===== src/rtl/instruction_bank.sv =====
// Instruction bank: byte-addressed instruction memory with a registered
// one-cycle read port and a byte-serial program load port.
module instruction_bank #(
    parameter int INSTR_WIDTH = 19,
    parameter int DEPTH       = 128,
    parameter int ADDR_WIDTH  = 10,
    parameter int SLOT_SHIFT  = 2,
    parameter int LOAD_BYTES  = 3
) (
    input  logic                   clk,
    input  logic                   reset,
    input  logic                   rd_req,
    input  logic [ADDR_WIDTH-1:0]  rd_addr,
    output logic                   rd_valid,
    output logic [INSTR_WIDTH-1:0] rd_data,
    output logic                   rd_err,
    input  logic                   ld_start,
    input  logic [ADDR_WIDTH-1:0]  ld_base,
    input  logic                   ld_byte_valid,
    input  logic [7:0]             ld_byte,
    output logic                   ld_byte_ready,
    input  logic                   ld_stop,
    output logic                   ld_busy,
    output logic [ADDR_WIDTH-1:0]  ld_count,
    output logic                   ld_overflow
);
    localparam int IDX_W  = $clog2(DEPTH);
    localparam int BCNT_W = $clog2(LOAD_BYTES + 1);
    localparam logic [ADDR_WIDTH:0]   DEPTH_X   = (ADDR_WIDTH + 1)'(DEPTH);
    localparam logic [BCNT_W-1:0]     LAST_BYTE = BCNT_W'(LOAD_BYTES - 1);
    localparam logic [BCNT_W-1:0]     BCNT_ONE  = BCNT_W'(1);
    localparam logic [ADDR_WIDTH-1:0] ONE       = ADDR_WIDTH'(1);

    typedef enum logic [1:0] {IDLE, COLLECT, WRITE} state_e;

    state_e                  state_q, state_d;
    logic [ADDR_WIDTH-1:0]   ptr_q, ptr_d;
    logic [ADDR_WIDTH-1:0]   count_q, count_d;
    logic [BCNT_W-1:0]       bcnt_q, bcnt_d;
    logic [INSTR_WIDTH-1:0]  asm_q, asm_d;
    logic                    ovf_q, ovf_d;
    logic                    rd_valid_q, rd_valid_d;
    logic                    rd_err_q, rd_err_d;
    logic [INSTR_WIDTH-1:0]  rd_data_q, rd_data_d;
    logic                    mem_we;
    logic                    ptr_full;
    logic [ADDR_WIDTH-1:0]   rd_idx;
    logic                    rd_bad;

    // Memory has no reset so a program survives a reset; it powers up cleared.
    logic [INSTR_WIDTH-1:0]  mem_q [DEPTH] = '{default: '0};

    assign ptr_full = ({1'b0, ptr_q} >= DEPTH_X);

    always_comb begin
        state_d = state_q;
        ptr_d   = ptr_q;
        count_d = count_q;
        bcnt_d  = bcnt_q;
        asm_d   = asm_q;
        ovf_d   = ovf_q;
        mem_we  = 1'b0;
        unique case (state_q)
            IDLE: begin
                if (ld_start) begin
                    state_d = COLLECT;
                    ptr_d   = ld_base >> SLOT_SHIFT;
                    count_d = '0;
                    bcnt_d  = '0;
                    ovf_d   = 1'b0;
                end
            end
            COLLECT: begin
                if (ld_stop) begin
                    state_d = IDLE;
                    bcnt_d  = '0;
                end else if (ld_byte_valid) begin
                    // Shifting left drops bits above INSTR_WIDTH as they arrive.
                    asm_d = {asm_q[INSTR_WIDTH-9:0], ld_byte};
                    if (bcnt_q == LAST_BYTE) begin
                        bcnt_d  = '0;
                        state_d = WRITE;
                    end else begin
                        bcnt_d = bcnt_q + BCNT_ONE;
                    end
                end
            end
            WRITE: begin
                if (ptr_full) begin
                    ovf_d   = 1'b1;
                    state_d = IDLE;
                end else begin
                    mem_we  = !reset;
                    ptr_d   = ptr_q + ONE;
                    count_d = count_q + ONE;
                    state_d = ld_stop ? IDLE : COLLECT;
                end
            end
            default: state_d = IDLE;
        endcase
    end

    // Reads are refused while a load owns the memory.
    always_comb begin
        rd_idx     = rd_addr >> SLOT_SHIFT;
        rd_bad     = (|rd_addr[SLOT_SHIFT-1:0]) || ({1'b0, rd_idx} >= DEPTH_X)
                     || (state_q != IDLE);
        rd_valid_d = rd_req;
        rd_err_d   = rd_req && rd_bad;
        rd_data_d  = rd_data_q;
        if (rd_req) begin
            rd_data_d = rd_bad ? '0 : mem_q[rd_idx[IDX_W-1:0]];
        end
    end

    always_ff @(posedge clk) begin
        if (reset) begin
            state_q    <= IDLE;
            ptr_q      <= '0;
            count_q    <= '0;
            bcnt_q     <= '0;
            asm_q      <= '0;
            ovf_q      <= 1'b0;
            rd_valid_q <= 1'b0;
            rd_err_q   <= 1'b0;
            rd_data_q  <= '0;
        end else begin
            state_q    <= state_d;
            ptr_q      <= ptr_d;
            count_q    <= count_d;
            bcnt_q     <= bcnt_d;
            asm_q      <= asm_d;
            ovf_q      <= ovf_d;
            rd_valid_q <= rd_valid_d;
            rd_err_q   <= rd_err_d;
            rd_data_q  <= rd_data_d;
        end
    end

    always_ff @(posedge clk) begin
        if (mem_we) begin
            mem_q[ptr_q[IDX_W-1:0]] <= asm_q;
        end
    end

    assign rd_valid      = rd_valid_q;
    assign rd_err        = rd_err_q;
    assign rd_data       = rd_data_q;
    assign ld_byte_ready = (state_q == COLLECT);
    assign ld_busy       = (state_q != IDLE);
    assign ld_count      = count_q;
    assign ld_overflow   = ovf_q;
endmodule

===== config.mk =====
export PLATFORM = sky130hd
export DESIGN_NAME = instruction_bank
export DESIGN_NICKNAME = d
export VERILOG_FILES = /design/src/rtl/instruction_bank.sv
export SDC_FILE = /design/constraint.sdc
export NUM_CORES = 2
export LEC_CHECK = 0
export CAP_MARGIN = 20
export CORE_MARGIN = 4
export CORE_UTILIZATION = 41
export CTS_BUF_LIST = sky130_fd_sc_hd__clkbuf_16
export DETAILED_ROUTE_END_ITERATION = 7
export SYNTH_ARGS = -nofsm -noshare
export SYNTH_HDL_FRONTEND = slang
export SYNTH_SLANG_ARGS = --single-unit

===== constraint.sdc =====
create_clock -name clk -period 7.19 [get_ports clk]
set_input_delay 2.157 -clock clk [delete_from_list [all_inputs] [get_ports clk]]
set_output_delay 2.157 -clock clk [all_outputs]
set_load 0.02 [all_outputs]

=== Yosys cells after proc, flatten, opt, wreduce, memory -nomap -nowiden ===
Memories as Yosys holds them, arrays and structs flattened.
Cells that the tools add are included.

* Equal/unequal tests: 8
* Mux-type cells: 26
* $lt $le $gt $ge: 2
* Reductions and logical operators: 14
* Add/subtract/negate cells: 3
* Bitwise logic cells: 1

{| class="wikitable"
|+ Operator list
! kind !! count
|-
| $mux W10 || 4
|-
| $pmux W10 S2 || 2
|-
| $add A10 B1 Y10 const B || 2
|-
| $mux W19 || 1
|-
| $mux W2 || 8
|-
| $reduce_and A3 Y1 || 5
|-
| $ge A10 B8 Y1 const B || 1
|-
| $ge A8 B8 Y1 const B || 1
|-
| $mux W1 || 8
|-
| $ne A2 B2 Y1 const B || 3
|-
| $pmux W2 S3 || 1
|-
| $reduce_bool A2 Y1 || 3
|-
| $eq A2 B2 Y1 const B || 2
|-
| $pmux W2 S2 || 1
|-
| $ne A3 B1 Y1 const B || 1
|-
| $ne A3 B2 Y1 const B || 1
|-
| $add A2 B1 Y2 const B || 1
|-
| $eq A2 B1 Y1 const B || 1
|-
| $logic_not A2 Y1 || 1
|-
| $logic_or A1 B1 Y1 || 2
|-
| $pmux W1 S2 || 1
|-
| $reduce_or A2 Y1 || 1
|-
| $logic_and A1 B1 Y1 || 1
|-
| $logic_not A1 Y1 || 1
|-
| $not A1 Y1 || 1
|}

* Register bits after elaboration: 65
* Bits in writable memories: 2432
* Memories kept: 1

{| class="wikitable"
|+ Memory list
! memory !! words !! width !! read ports !! clocked after memory_dff !! write ports !! RTL line !! text
|-
| mem_q || 128 || 19 || 1 || 0 || 1 || 51 || <nowiki>logic [INSTR_WIDTH-1:0] mem_q [DEPTH] = '{default: '0};</nowiki>
|}

=== Depth between registers and ports, before layout ===
* Depth in word-level cells: 5
* Mapped depth: 11
* Mapped depth without buffers: 6

=== Worst setup path after synthesis ===
OpenSTA, ideal clock, no wires.

* Path kind: input to register
* Start: in reset
* End: mem mem_q[110][0], enable pin
* Required time: 6.795 ns
* Stages: 4
* Path buffers: 1
* Arrival: 3.780 ns
* Slack: 3.016 ns
* Path through: nor3_1 -> nand3_1 -> clkbuf_1 -> nor2_1

* Longest elaborated chain between the ends: 5

{| class="wikitable"
|+ RTL lines
! element !! RTL line !! text
|-
| start: declaration || 11 || <nowiki>input logic reset,</nowiki>
|-
| $logic_not A1 Y1 || 93 || <nowiki>mem_we = !reset;</nowiki>
|-
| $mux W1 || 89 || <nowiki>if (ptr_full) begin</nowiki>
|-
| $mux W1 || 63 || <nowiki>unique case (state_q)</nowiki>
|-
| $mux W1 || 141 || <nowiki>if (mem_we) begin</nowiki>
|-
| $mux W1 (not written as such) || 142 || <nowiki>mem_q[ptr_q[IDX_W-1:0]] <= asm_q;</nowiki>
|-
| end: declaration || 51 ||
|}

No other way between the ends.

==> results.cfg <==
[status]
status = finished with violations
violations = antenna violations

[worst_setup_path]
critical_path_required_ns = 8.01
slowest_stage = a21oi_1
cp_top_family = simple AND/OR/NAND/NOR gates
rrSetupSlack_ns = 2.82
critPathBufInv = 2
startpoint_type = input pin
arrival_ns = 5.75
cp_cell_sequence = clkdlybuf4s50_1 > buf_4 > nand2b_1 > nor3_4 > nand3_1 > a21oi_1 > a21oi_1 > nand4_1
path_max_fanout = 39
crit_type = input pin to register
slowest_delay_ns = 0.77
crit_top_cell = a21oi_1
endpoint_kind = register

[cells_and_area]
instances_no_fill = 7910
syn_to_final_growth_pct = 14.0
utilization_pct = 47.1
final_nets = 4719
drive_gt1_share_pct = 27.0

[clock_tree]
cts_inserted_buffers = 238
cts_resized = 0
hold_buffers = 0
clk_pin_slew_ns = 0.06
htreeDepth = 4
clockBufferDepth = 3
numClockSinks = 2497
tritoncts = yes
clock-root-buffer = clkbuf_16
clk_latency_ns = 0.88
post-cts-setup-buffer-count = 0

[timing]
worst_slew_pin_slew_ns = 1.20
timing.final.crit_share_pct = 68.7
hold_violations = 0
setup_viol = 0
setup-tns-final_ns = 0
skew_ns = 0.0531
rsz0062_at_grt = no
slew_headroom_pct = 19.6
max_freq_ghz = 0.203
slew_violations = 0
period_needed_ns = 4.94
hold_ws_ns = 0.442

[floorplan]
rows = 176
die_h_um = 490
die_w_um = 490
dieArea_mm2 = 0.240
ioPinCount = 68
core_mm2 = 0.231
start_util_pct = 41.3

[placement]
portBuffers = 65
placedCellCount = 7456
gp_congestion = 0.871
dp_hpwl_mm = 139

[job]
maxCapViolCount = 0

[synthesis]
ys_ff_latch = 2497
synth_area_mm2 = 0.0953
yosys_most_used_dff = edfxtp_1
ys_top_cells_by_area = edfxtp_1, mux4_2, mux2i_1, dfxtp_1, a22oi_1
syn-num-nets = 4407
synth_edf_count = 2432
synthArstFlopShare_pct = 0
syn_area_per_cell_um2 = 21.8
syn_inst = 4370
seq_area_frac_synth_pct = 78.0
synth_cell_types = 55
synth_top_area_share_pct = 76.6
synth_top_area_cell = edfxtp_1
yosysWarnings = 0

[power_and_ir_drop]
power.density_mw_per_mm2 = 262
ir_drop_v = 0.000267
total_power_mw = 28.4
power.leakage_nw = 34.2

[global_route]
grt_max_degree = 111
grt_use_total_pct = 19.4
grt_pass1_vias = 45900
antenna_found_initial = 16
overflow = 0
grt_pass1_wl_mm = 340

[routing]
dr.pass1.iters = 5
viasPerCell = 5.80
drt-wirelength-per-cell_um = 29.8
ant_nets = 1
drt-initial-drc-count = 5455
vias = 45900
drcViolationCount = 0
wirelength_mm = 236

[min_path]
hp-class = register to register
-- power by group --
part           switching, mW  internal (mW)  total (mW)
sequential            0.0446           15.8        15.8
combinational          0.530          0.304       0.833
clock                   5.32           6.44        11.8
total                   5.90           22.5        28.4
-- stage by stage --
| step | cell area, um^2 | setup slack (ns) |
|---|---|---|
| 2_1_floorplan | 95300 | 3.02 |
| 3_3_place_gp | 101000 | 1.15 |
| 3_5_place_dp | 101000 | 1.33 |
| 4_1_cts | 108000 | 2.20 |
| 5_1_grt | 109000 | 2.12 |
| 6_report | 109000 | 2.25 |
-- layout make-up --
class	count	area, um^2
clock inverters	191	1310
clock buffers	239	5980
inverters	8	30.0
diodes	12	30.0
multi-input cells	1619	20000
fillers	18700	122000
well taps	3026	3790
flip-flops and latches	2497	74400
repair buffers	318	3070
-- kinds of logic (layout without fill, tap and decap cells) --
group / after synthesis / count (layout) / share of synthesized area (%)
buffers and inverters: 254 / 756 / 1.36
and+or+nand+nor: 415 / 415 / 1.98
DFF: 2497 / 2497 / 78.0
other: 0 / 12 / 0
adders and majority gates: 3 / 3 / 0.0394
xor gates and xnor gates: 8 / 8 / 0.0735
AOI/OAI and AO/OA: 453 / 453 / 3.27
muxes: 740 / 740 / 15.3
-- final timing paths --
check | start | to | cells after the start
worst max-delay path | reset | rd_data[16]$_SDFFE_PP0P_ | 8
worst min-delay path | ptr_q[8]$_SDFFE_PP0P_ | ptr_q[8]$_SDFFE_PP0P_ | 2
worst max register to register | state_q[1]$_SDFFE_PP0P_ | mem_q[45][0]$_DFFE_PP_ | 7
worst min register to register | ptr_q[8]$_SDFFE_PP0P_ | ptr_q[8]$_SDFFE_PP0P_ | 2
-- registers in the layout (all words and copies together) (netlist names) --
signal and count:
bcnt_q 2, rd_data 19, ptr_q 10, state_q 2, ld_count 10, mem_q 2432
rd_err 1, ld_overflow 1, rd_valid 1, asm_q 19
-- worst reg2reg max path, stage by stage (launching register included) --
cell and delay (ns):
dfxtp_1 0.52, nor2b_1 0.45, nand2_1 0.30, nor2_1 0.39
nand3_2 0.79, buf_4 0.51, nor2_2 0.80, buf_4 0.32
-- Yosys cell counts (3+ instances only) --
| cell | instances |
|---|---|
| buf_4 | 45 |
| nor2_1 | 180 |
| a221oi_1 | 10 |
| nor2b_1 | 25 |
| mux2i_1 | 155 |
| buf_6 | 9 |
| buf_1 | 13 |
| a32oi_1 | 8 |
| o21ai_0 | 27 |
| dfxtp_1 | 65 |
| clkbuf_1 | 100 |
| o211ai_1 | 20 |
| xor2_1 | 7 |
| edfxtp_1 | 2432 |
| mux4_2 | 570 |
| nand3_1 | 37 |
| nand2_1 | 98 |
| a21oi_1 | 107 |
| a22o_1 | 15 |
| and3_1 | 7 |
| o22ai_1 | 30 |
| o31ai_1 | 3 |
| nor3_1 | 12 |
| o21ai_1 | 8 |
| inv_1 | 8 |
| o221ai_1 | 38 |
| buf_2 | 78 |
| nand3b_1 | 4 |
| mux2_2 | 15 |
| nand4_1 | 12 |
| a22oi_1 | 121 |
| a211oi_1 | 54 |
| nand2b_1 | 26 |
| and2_1 | 3 |
| ha_1 | 3 |
-- cells in the final DEF (no fill, tap or decap), drive strengths merged, types with 61 or more instances in the layout --
| cell type | n |
|---|---|
| mux2i | 155 |
| clkbuf | 239 |
| clkinv | 101 |
| nand2 | 98 |
| a21oi | 107 |
| dfxtp | 65 |
| nor2 | 180 |
| inv | 85 |
| a22oi | 121 |
| edfxtp | 2432 |
| buf | 257 |
| mux4 | 570 |
| clkdlybuf4s50 | 61 |
-- routing by layer --
| layer | wire [um] | GRT usage (%) | part of all wire [%] |
|---|---|---|---|
| met5 | 13 | 0 | 0.0055 |
| met4 | 7280 | 6.01 | 3.1 |
| met3 | 16400 | 2.86 | 6.9 |
| met2 | 112000 | 30.2 | 47 |
| met1 | 101000 | 28.6 | 43 |
Note: power is estimated with default switching activity, not from simulation.
